<file path="src/rtl/cw_winnow_if.sv">
// Packet-in / result-out handshake bundle for the chaffing-and-winnowing receiver.
interface cw_winnow_if #(
  parameter int CWBITS  = 32,
  parameter int CTRSIZE = 16,
  parameter int TAGSIZE = 16
);
  logic                       in_valid;
  logic                       in_ready;
  logic [CTRSIZE+TAGSIZE:0]   in_pkt;
  logic                       out_valid;
  logic                       out_ready;
  logic [CWBITS-1:0]          msg;
  logic                       err;

  modport master (
    output in_valid, in_pkt, out_ready,
    input  in_ready, out_valid, msg, err
  );

  modport slave (
    input  in_valid, in_pkt, out_ready,
    output in_ready, out_valid, msg, err
  );
endinterface

</file>
<file path="src/rtl/cw_winnow.sv">
// Winnower: keeps MAC-authentic packets, drops chaff, reassembles a CWBITS-wide message.
// Optional CW_STATS_EN adds a saturating per-frame chaff counter output.
//   state     | meaning
//   S_IDLE    | waiting for start, no packet intake
//   S_COLLECT | accepting 2*CWBITS packets, one per cycle
//   S_DONE    | result presented until out_ready
module cw_winnow #(
  parameter int CWBITS  = 32,
  parameter int CTRSIZE = 16,
  parameter int TAGSIZE = 16
) (
  input  logic               clk_i,
  input  logic               rstn_i,
  input  logic               start_i,
  input  logic [TAGSIZE-1:0] key_i,
  cw_winnow_if.slave         bus
`ifdef CW_STATS_EN
  ,output logic [15:0]       chaff_cnt_o
`endif
);

  localparam int IDXW = (CWBITS > 1) ? $clog2(CWBITS) : 1;
  localparam int CNTW = $clog2(2*CWBITS+1);
  localparam logic [CNTW-1:0]  LAST   = CNTW'(2*CWBITS-1);
  localparam logic [CTRSIZE:0] CW_LIM = (CTRSIZE+1)'(CWBITS);

  typedef enum logic [1:0] {S_IDLE, S_COLLECT, S_DONE} state_t;

  state_t              state_q;
  logic [TAGSIZE-1:0]  key_q;
  logic [CWBITS-1:0]   msg_q, msg_d;
  logic [CWBITS-1:0]   seen_q, seen_d;
  logic                conflict_q, conflict_d;
  logic [CNTW-1:0]     pkt_cnt_q, pkt_cnt_d;
  logic                err_q;

  logic [CTRSIZE-1:0]  pkt_ctr;
  logic [TAGSIZE-1:0]  pkt_tag;
  logic                pkt_bit;
  logic [TAGSIZE-1:0]  ctr_t;
  logic [TAGSIZE-1:0]  exp_tag;
  logic [IDXW-1:0]     idx;
  logic                accept;
  logic                is_auth;

  assign pkt_ctr = bus.in_pkt[CTRSIZE+TAGSIZE:TAGSIZE+1];
  assign pkt_tag = bus.in_pkt[TAGSIZE:1];
  assign pkt_bit = bus.in_pkt[0];
  assign ctr_t   = TAGSIZE'(pkt_ctr);
  assign exp_tag = key_q ^ ctr_t ^ {TAGSIZE{pkt_bit}};
  assign idx     = pkt_ctr[IDXW-1:0];
  assign accept  = bus.in_valid && (state_q == S_COLLECT);
  // Range check must come before idx is trusted; idx is only the low bits of ctr.
  assign is_auth = (pkt_tag == exp_tag) && ({1'b0, pkt_ctr} < CW_LIM);

  always_comb begin
    msg_d      = msg_q;
    seen_d     = seen_q;
    conflict_d = conflict_q;
    pkt_cnt_d  = pkt_cnt_q;
    if (accept) begin
      pkt_cnt_d = pkt_cnt_q + 1'b1;
      if (is_auth) begin
        if (!seen_q[idx]) begin
          seen_d[idx] = 1'b1;
          msg_d[idx]  = pkt_bit;
        end else if (msg_q[idx] != pkt_bit) begin
          conflict_d = 1'b1;
        end
      end
    end
  end

  always_ff @(posedge clk_i or negedge rstn_i) begin
    if (!rstn_i) begin
      state_q    <= S_IDLE;
      key_q      <= '0;
      msg_q      <= '0;
      seen_q     <= '0;
      conflict_q <= 1'b0;
      pkt_cnt_q  <= '0;
      err_q      <= 1'b0;
    end else begin
      case (state_q)
        S_IDLE: begin
          if (start_i) begin
            key_q      <= key_i;
            msg_q      <= '0;
            seen_q     <= '0;
            conflict_q <= 1'b0;
            pkt_cnt_q  <= '0;
            err_q      <= 1'b0;
            state_q    <= S_COLLECT;
          end
        end
        S_COLLECT: begin
          msg_q      <= msg_d;
          seen_q     <= seen_d;
          conflict_q <= conflict_d;
          pkt_cnt_q  <= pkt_cnt_d;
          if (accept && (pkt_cnt_q == LAST)) begin
            err_q   <= conflict_d | ~&seen_d;
            state_q <= S_DONE;
          end
        end
        S_DONE: begin
          if (bus.out_ready) state_q <= S_IDLE;
        end
        default: state_q <= S_IDLE;
      endcase
    end
  end

  assign bus.in_ready  = (state_q == S_COLLECT);
  assign bus.out_valid = (state_q == S_DONE);
  assign bus.msg       = msg_q;
  assign bus.err       = err_q;

`ifdef CW_STATS_EN
  logic [15:0] chaff_q;

  always_ff @(posedge clk_i or negedge rstn_i) begin
    if (!rstn_i) begin
      chaff_q <= '0;
    end else if ((state_q == S_IDLE) && start_i) begin
      chaff_q <= '0;
    end else if (accept && !is_auth && (chaff_q != 16'hFFFF)) begin
      chaff_q <= chaff_q + 16'd1;
    end
  end

  assign chaff_cnt_o = chaff_q;
`endif

endmodule

</file>
<file path="src/flat_wrapper.sv">
// flat-port wrapper written by rule: the top's interface ports become plain ports
module cw_winnow_flat 
#(
  parameter int CWBITS  = 32,
  parameter int CTRSIZE = 16,
  parameter int TAGSIZE = 16
)
  (clk_i, rstn_i, start_i, key_i, bus_in_valid, bus_in_pkt, bus_out_ready, bus_in_ready, bus_out_valid, bus_msg, bus_err);
  cw_winnow_if #(.CWBITS(CWBITS), .CTRSIZE(CTRSIZE), .TAGSIZE(TAGSIZE)) bus_i ();
  input  logic clk_i;
  input  logic rstn_i;
  input  logic start_i;
  input  logic [TAGSIZE-1:0] key_i;
  input wire logic [$bits(bus_i.in_valid)-1:0] bus_in_valid;
  input wire logic [$bits(bus_i.in_pkt)-1:0] bus_in_pkt;
  input wire logic [$bits(bus_i.out_ready)-1:0] bus_out_ready;
  output wire logic [$bits(bus_i.in_ready)-1:0] bus_in_ready;
  output wire logic [$bits(bus_i.out_valid)-1:0] bus_out_valid;
  output wire logic [$bits(bus_i.msg)-1:0] bus_msg;
  output wire logic [$bits(bus_i.err)-1:0] bus_err;
  assign bus_i.in_valid = bus_in_valid;
  assign bus_i.in_pkt = bus_in_pkt;
  assign bus_i.out_ready = bus_out_ready;
  assign bus_in_ready = bus_i.in_ready;
  assign bus_out_valid = bus_i.out_valid;
  assign bus_msg = bus_i.msg;
  assign bus_err = bus_i.err;
  cw_winnow #(.CWBITS(CWBITS), .CTRSIZE(CTRSIZE), .TAGSIZE(TAGSIZE)) u_core (.clk_i(clk_i), .rstn_i(rstn_i), .start_i(start_i), .key_i(key_i), .bus(bus_i));
endmodule
</file>
<file path="config.mk">
export PLATFORM = sky130hd
export DESIGN_NAME = cw_winnow_flat
export DESIGN_NICKNAME = d
export VERILOG_FILES = /design/src/rtl/cw_winnow_if.sv /design/src/rtl/cw_winnow.sv /design/src/flat_wrapper.sv
export SDC_FILE = /design/constraint.sdc
export NUM_CORES = 1
export LEC_CHECK = 0
export BUFFER_PORTS_ARGS = -buffer_cell sky130_fd_sc_hd__buf_2
export CAP_MARGIN = 20
export CORE_ASPECT_RATIO = 1.25
export CORE_MARGIN = 2
export CORE_UTILIZATION = 45
export CTS_BUF_LIST = sky130_fd_sc_hd__clkbuf_8
export DETAILED_ROUTE_END_ITERATION = 8
export HOLD_SLACK_MARGIN = 0.12
export PLACE_DENSITY_LB_ADDON = 0.25
export RECOVER_POWER = 50
export SETUP_SLACK_MARGIN = 0.5
export SKIP_LAST_GASP = 1
export SLEW_MARGIN = 20
export SYNTH_ARGS = -nofsm -noshare
export SYNTH_HDL_FRONTEND = slang
export SYNTH_SLANG_ARGS = --single-unit
export TNS_END_PERCENT = 100
</file>
<file path="constraint.sdc">
create_clock -name clk_i -period 2.7 [get_ports clk_i]
set_clock_uncertainty 0.05 [all_clocks]
set_input_delay 0.135 -clock clk_i [delete_from_list [all_inputs] [get_ports clk_i]]
set_output_delay 0.135 -clock clk_i [all_outputs]
set_load 0.005 [all_outputs]
</file>
### Word-level counts from Yosys, hierarchy flattened

Index checks and enable logic that the tools add are counted.

| operators by class | value |
|---|---|
| magnitude comparators | 3 |
| reduce and logical (&&, ||, !) cells | 14 |
| eq/ne operators | 11 |
| mux-type cells | 31 |
| bitwise operators | 4 |
| add/subtract/negate cells | 1 |

Operators with widths:

| cell | count |
|---|---|
| 32-bit two-way mux | 7 |
| 32-bit one-hot mux with 2 select lines | 2 |
| 32-bit bitwise mux | 1 |
| 32-bit OR | 1 |
| 32-bit AND reduction | 1 |
| 16-bit bitwise XOR | 2 |
| 16-bit equality test | 1 |
| 16-bit by 6-bit < comparator with 1-bit output (second input constant) | 1 |
| 7-bit two-way mux | 2 |
| 7-bit one-hot mux with 2 select lines | 1 |
| 1-bit binary-select mux with 5-bit select | 2 |
| 1-bit two-way mux | 9 |
| 3-bit AND reduction | 3 |
| 7-bit by 1-bit adder with 7-bit output (second input constant) | 1 |
| 7-bit by 6-bit equality test with 1-bit output (second input constant) | 1 |
| 5-bit by 6-bit < comparator with 1-bit output (second input constant) | 1 |
| 2-bit two-way mux | 3 |
| 2-bit by 1-bit inequality test with 1-bit output (second input constant) | 3 |
| 2-bit inequality test (second input constant) | 3 |
| 2-bit one-hot mux with 3 select lines | 1 |
| 1-bit demux with 5-bit select | 1 |
| 5-bit by 1-bit >= comparator with 1-bit output (second input constant) | 1 |
| 5-bit AND reduction | 1 |
| 1-bit logical AND | 4 |
| other kinds (9) | 11 |

| storage, ports and cells | value |
|---|---|
| register bits | 91 |
| output and inout bits | 35 |
| bits of input ports | 54 |
| logic and storage cells | 71 |

### Logic depth before layout (Yosys ltp)

| depth | value |
|---|---|
| word-level depth | 13 |
| mapped depth | 14 |
| gate-level depth less buffers | 10 |

### Worst setup path after synthesis

Ideal clock, no wire load.

| path | value |
|---|---|
| path type | reg-to-reg |
| start | reg u_core.state_q[1] |
| end | reg u_core.err_q (netlist: u_core.bus.err) |
| buffers on the path | 2 |
| path slack | -0.053 ns |
| period minus slack after synthesis | 2.753 ns |
| library setup time | 0.131 ns |
| cell stages (with the launch flop) | 13 |
| data required time | 2.519 ns |
| data arrival time | 2.572 ns |
| cells stage by stage | dfrtp_1 -> nand2b_1 -> clkbuf_1 -> inv_2 -> and2_1 -> nand4_1 -> or3_1 -> buf_2 -> nor4_1 -> a22oi_1 -> or4b_1 -> nor4_2 -> a31oi_1 |

| between the ends | value |
|---|---|
| cells in the longest elaborated chain, start to end | 8 |
| elaborated cells between the ends (all ways) | 15 |
| classes of those cells | 3 x eq/ne; 4 x mux; 1 x bitwise; 7 x reduce/logical |

Ends and longest elaborated chain:

| item | RTL line | text |
|---|---|---|
| start, declared | cw_winnow.sv:29 | `state_t state_q;` |
| start signal, assigned | cw_winnow.sv:76 | `state_q <= S_IDLE;` |
| start signal, assigned | cw_winnow.sv:93 | `state_q <= S_COLLECT;` |
| start signal, assigned | cw_winnow.sv:103 | `state_q <= S_DONE;` |
| 2-bit by 1-bit equality test with 1-bit output * | -- |  |
| named net bus_in_ready | flat_wrapper.sv:17 | `output wire logic [$bits(bus_i.in_ready)-1:0] bus_in_ready;` |
| 1-bit logical AND | cw_winnow.sv:52 | `assign accept = bus.in_valid && (state_q == S_COLLECT);` |
| 32-bit two-way mux | cw_winnow.sv:61 | `if (accept) begin` |
| 32-bit AND reduction | cw_winnow.sv:102 | `err_q <= conflict_d \| ~&seen_d;` |
| 1-bit zero test | cw_winnow.sv:102 |  |
| 1-bit OR | cw_winnow.sv:102 |  |
| 1-bit two-way mux | cw_winnow.sv:101 | `if (accept && (pkt_cnt_q == LAST)) begin` |
| 1-bit one-hot mux with 2 select lines | cw_winnow.sv:84 | `case (state_q)` |
| end signal, assigned | cw_winnow.sv:102 |  |
| end, declared | cw_winnow.sv:35 | `logic err_q;` |

The timed path passes the listed nets; every way through them passes the cells marked *. The select of a mux whose other input is x is not followed.
A chain may end at the register's enable or synchronous reset.

### Worst setup path after layout

| path | value |
|---|---|
| start | reg u_core.msg_q[30] (netlist: u_core.bus.msg[30]) |
| end | reg u_core.err_q (netlist: u_core.bus.err) |

| between the ends | value |
|---|---|
| cells in the longest elaborated chain, start to end | 10 |

Ends and longest elaborated chain:

| item | RTL line | text |
|---|---|---|
| start, declared | cw_winnow.sv:31 | `logic [CWBITS-1:0] msg_q, msg_d;` |
| start signal, assigned | cw_winnow.sv:97 | `msg_q <= msg_d;` |
| 1-bit binary-select mux with 5-bit select | cw_winnow.sv:67 | `end else if (msg_q[idx] != pkt_bit) begin` |
| 1-bit two-way mux (not written as such) | cw_winnow.sv:67 |  |
| 1-bit inequality test | cw_winnow.sv:67 |  |
| 1-bit two-way mux | cw_winnow.sv:67 |  |
| 1-bit two-way mux | cw_winnow.sv:64 | `if (!seen_q[idx]) begin` |
| 1-bit two-way mux | cw_winnow.sv:63 | `if (is_auth) begin` |
| 1-bit two-way mux | cw_winnow.sv:61 |  |
| 1-bit OR | cw_winnow.sv:102 |  |
| 1-bit two-way mux | cw_winnow.sv:101 |  |
| 1-bit one-hot mux with 2 select lines | cw_winnow.sv:84 |  |

Every way passes these cells. The select of a mux whose other input is x is not followed.

==> reports/results.tsv <==
stage	metric	value	unit
floorplanning	initial_utilization	46.25	%
clock_tree	root_buffer	clkbuf_8	
floorplanning	dieArea	0.01283	mm²
yosys	synth-edff-count	0	
hold_path	min_from	start_i	
yosys	ys.flop_type	dfrtp_1	
flow_run	drv_cap	0	
clock_tree	clock_sinks	91	
sta	hold_slack	206.6	ps
floorplanning	io_pins	89	
worst_setup_path	worstPathRequired	2900	ps
yosys	synth_area_per_cell	9.263	µm²
route	vias	5815	
global_routing	busiest_layer	met2	
status	status	complete, but fails checks	
cells_and_area	layout-drive-gt1-share	41.23	%
power	p_int	2.378	mW
clock_tree	htree_levels	3	
status	violations	negative setup slack	
sta	setup-violations-final	41	
sta	max_freq	343.7	MHz
worst_setup_path	rr_startpoint	u_core.bus.msg[30]	
sta	fin_crit_sh	107.8	%
global_routing	gr-total-overflow	0	
global_routing	antenna_found_initial	0	
power	irDropWorstVdd	308.9	µV
floorplanning	coreArea	0.01162	mm²
yosys	synth_seq_area_share	42.38	%
clock_tree	path_clk_slew	90	ps
floorplanning	die_y	126.2	µm
worst_setup_path	reg2reg_slack	-210	ps
global_routing	grt_pass1_vias	5830	
clock_tree	cts_tree	done	
sta	relSlewSlack	6.221	%
clock_tree	numCtsBuffers	9	
cells_and_area	area.growth.synth_to_final	49.32	%
yosys	netlist_area	0.005373	mm²
worst_setup_path	reg2reg_depth	9	
worst_setup_path	end_kind	flop	
worst_setup_path	critical_path_arrival	3110	ps
cells_and_area	fill_cells	900	
worst_setup_path	path_class	reg -> reg	
hold_path	min_path_cells	4	
route	drtIter0Drc	594	
global_routing	grt_max_degree	55	
placed_design	routabilityCongestion	0.9681	
route	dr.pass1.iters	6	
power	power.net_switching	1.081	mW
power	power_frac_clock	30.3	%
global_routing	grt.met1_usage	39.50	%
power	netSwitchingFraction	31.26	%
clock_tree	clock_latency	380	ps
global_routing	grt_pass1_wl	31620	µm
global_routing	grt_use_met2	54.37	%
hold_path	hold_path_class	in -> reg	
global_routing	track_usage	32.47	%
worst_setup_path	worstPathMaxFanout	3	
yosys	ys_seq_elements	91	
worst_setup_path	r2r_end	u_core.bus.err	
power	leakagePower	3.799	nW
yosys	synthesis.nets	635	
sta	rsz0062_at_grt	true	
yosys	async_reset_ff_share	100.0	%
route	wire_per_inst	21.26	µm
route	drt-total-wl	20750	µm
global_routing	grtUsageMet3	5.161	%
clock_tree	clockBufferDepth	2	
worst_setup_path	cp-start-kind	flop	
sta	worst_slew_pin_slew	1407	ps
route	final_antenna_net_count	0	
power	p_comb_share	24.7	%
floorplanning	die_w	101.7	µm
yosys	ys_types	54	
placed_design	dp_hpwl	14450	µm
sta	hold_viol	0	
sta	drv_slew	0	
hold_path	hold_end	u_core.state_q[0]	
sta	timing.final.ws_setup	-209.4	ps
placed_design	port-buffer-count	88	
power	seq_power_share	45.0	%
route	drcViolationCount	0	
cells_and_area	nets	866	
sta	fin_crit	2909	ps
power	p_total	3.459	mW
yosys	synth_cells	580	
route	routed_via_density	5.958	
floorplanning	placementRows	44	
yosys	ys_warn_count	0	
power	power_density	431.2	mW/mm²
cells_and_area	num_antenna_cells	0	
-- cells by family (layout without fill, tap and decap cells) --
| family | Yosys count | after routing | synth area share, % |
|---|---|---|---|
| adder cells (fa/ha/maj) | 1 | 1 | 0.2328 |
| multiplexers | 28 | 28 | 6.381 |
| flip-flops | 91 | 91 | 42.38 |
| XOR/XNOR | 53 | 53 | 8.920 |
| AND/OR/NAND/NOR | 194 | 195 | 17.33 |
| buffers and inverters | 48 | 281 | 4.611 |
| AO/OA/AOI/OAI | 165 | 166 | 20.14 |
-- worst max path at each step --
| stage | startpoint | to | slack [ps] | cells after the start |
|---|---|---|---|---|
| after global routing | u_core.bus.msg[21] | u_core.bus.err | -240 | 9 |
| after CTS | u_core.bus.msg[31] | u_core.bus.err | -100 | 9 |
| after floorplan | u_core.seen_q[29] | u_core.bus.err | 60 | 9 |
| final | u_core.bus.msg[30] | u_core.bus.err | -210 | 9 |
| after global placement | bus_in_pkt[17] | u_core.bus.err | -250 | 11 |
| after detailed placement | bus_in_pkt[0] | u_core.bus.err | -320 | 10 |
-- registers in the layout, indices dropped and copies added (netlist names) --
register           flops
u_core.seen_q         32
u_core.key_q          16
u_core.state_q         2
u_core.bus.msg        32
u_core.conflict_q      1
u_core.bus.err         1
u_core.pkt_cnt_q       7
-- cells in the mapped netlist, drive strengths merged, types with 2 or more instances --
cell type / count / area, µm²
nor3: 8 / 40.04
nor2: 34 / 127.6
or2: 2 / 12.51
a32oi: 2 / 17.52
mux2i: 23 / 230.2
a21o: 15 / 112.6
xnor2: 34 / 305.3
mux4: 5 / 112.6
inv: 6 / 22.52
a2111oi: 2 / 18.77
or3: 6 / 37.54
a31oi: 4 / 31.28
nand3: 12 / 65.06
dfrtp: 91 / 2277
nand3b: 2 / 15.01
o22ai: 8 / 50.05
a22o: 34 / 297.8
a21oi: 27 / 135.1
nor4: 15 / 112.6
a22oi: 4 / 30.03
nor3b: 3 / 22.52
nand4: 3 / 18.77
nand2b: 4 / 25.02
o21ai: 58 / 290.3
xor2: 19 / 173.9
clkbuf: 23 / 86.33
and3: 5 / 31.28
nor2b: 4 / 25.02
nor4b: 3 / 26.28
buf: 19 / 138.9
nand2: 88 / 330.3
and2: 2 / 12.51
o221ai: 6 / 52.55
-- layout make-up --
cell class | count | area (µm²) | area share (%)
multi-input cells | 443 | 3364 | 41.94
flip-flops and latches | 91 | 2277 | 28.38
repair buffers | 260 | 1938 | 24.16
well taps | 161 | 201.4 | 2.511
clock buffers | 9 | 123.9 | 1.544
clock inverters | 6 | 90.09 | 1.123
inverters | 6 | 27.53 | 0.3431
-- placed cells by master, fill, tap and decap left out, types with 23 or more instances in the layout --
cell       n
nand2_1   87
nor2_1    31
xnor2_1   31
dfrtp_1   91
buf_2     78
mux2i_1   23
o21ai_2   36
buf_4    117
a22o_1    34
a21oi_1   23
-- per-layer routing --
metal | part of all wire, % | vias up
met2 | 50 | 382
li1 | - | 2568
met1 | 36 | 2760
met3 | 7.8 | 105
met4 | 6.3 | 0
met5 | 0 | -
-- per-stage QoR --
| stage | setup TNS [ps] | setup slack, ps | cell area (µm²) | utilization [%] | instances |
|---|---|---|---|---|---|
| 2_1_floorplan | 0 | 64.32 | 5538 | - | 580 |
| 3_5_place_dp | -6071 | -323.4 | 6805 | 58.58 | 907 |
| 3_3_place_gp | -3676 | -253.2 | 6805 | 58.58 | 907 |
| 6_report | -3035 | -209.4 | 8023 | 69.07 | 976 |
| 4_1_cts | -1029 | -102.6 | 7736 | 66.60 | 962 |
| 5_1_grt | -5006 | -244.8 | 8023 | 69.07 | 976 |
-- repair_timing --
item	CTS	global route
setup buffers	14	14
endpoints found under the setup margin	64	65
hold buffers	19	0
cloned	7	0
endpoints found under the hold margin	71	0
gates resized for setup	79	54
pin swaps	23	40
-- worst max-delay path, stage by stage (launching register included) --
cell and delay (ps):
dfrtp_1 420, mux4_2 500, a31oi_4 190, a21oi_2 60, or3_1 340, a21o_1 200, a31oi_2 220, or4b_4 510
nor4_2 170, a31oi_1 120
-- power by group through the flow --
stage                     Sequential (mW)  Clock [mW]  Combinational, mW
after floorplan                      1.56           0              0.484
after global placement               1.57           0              0.692
after detailed placement             1.58           0              0.717
after CTS                            1.55        1.06              0.809
after global routing                 1.57        1.12              0.923
final                                1.56        1.05              0.853
(Power assumes the default switching activity.)
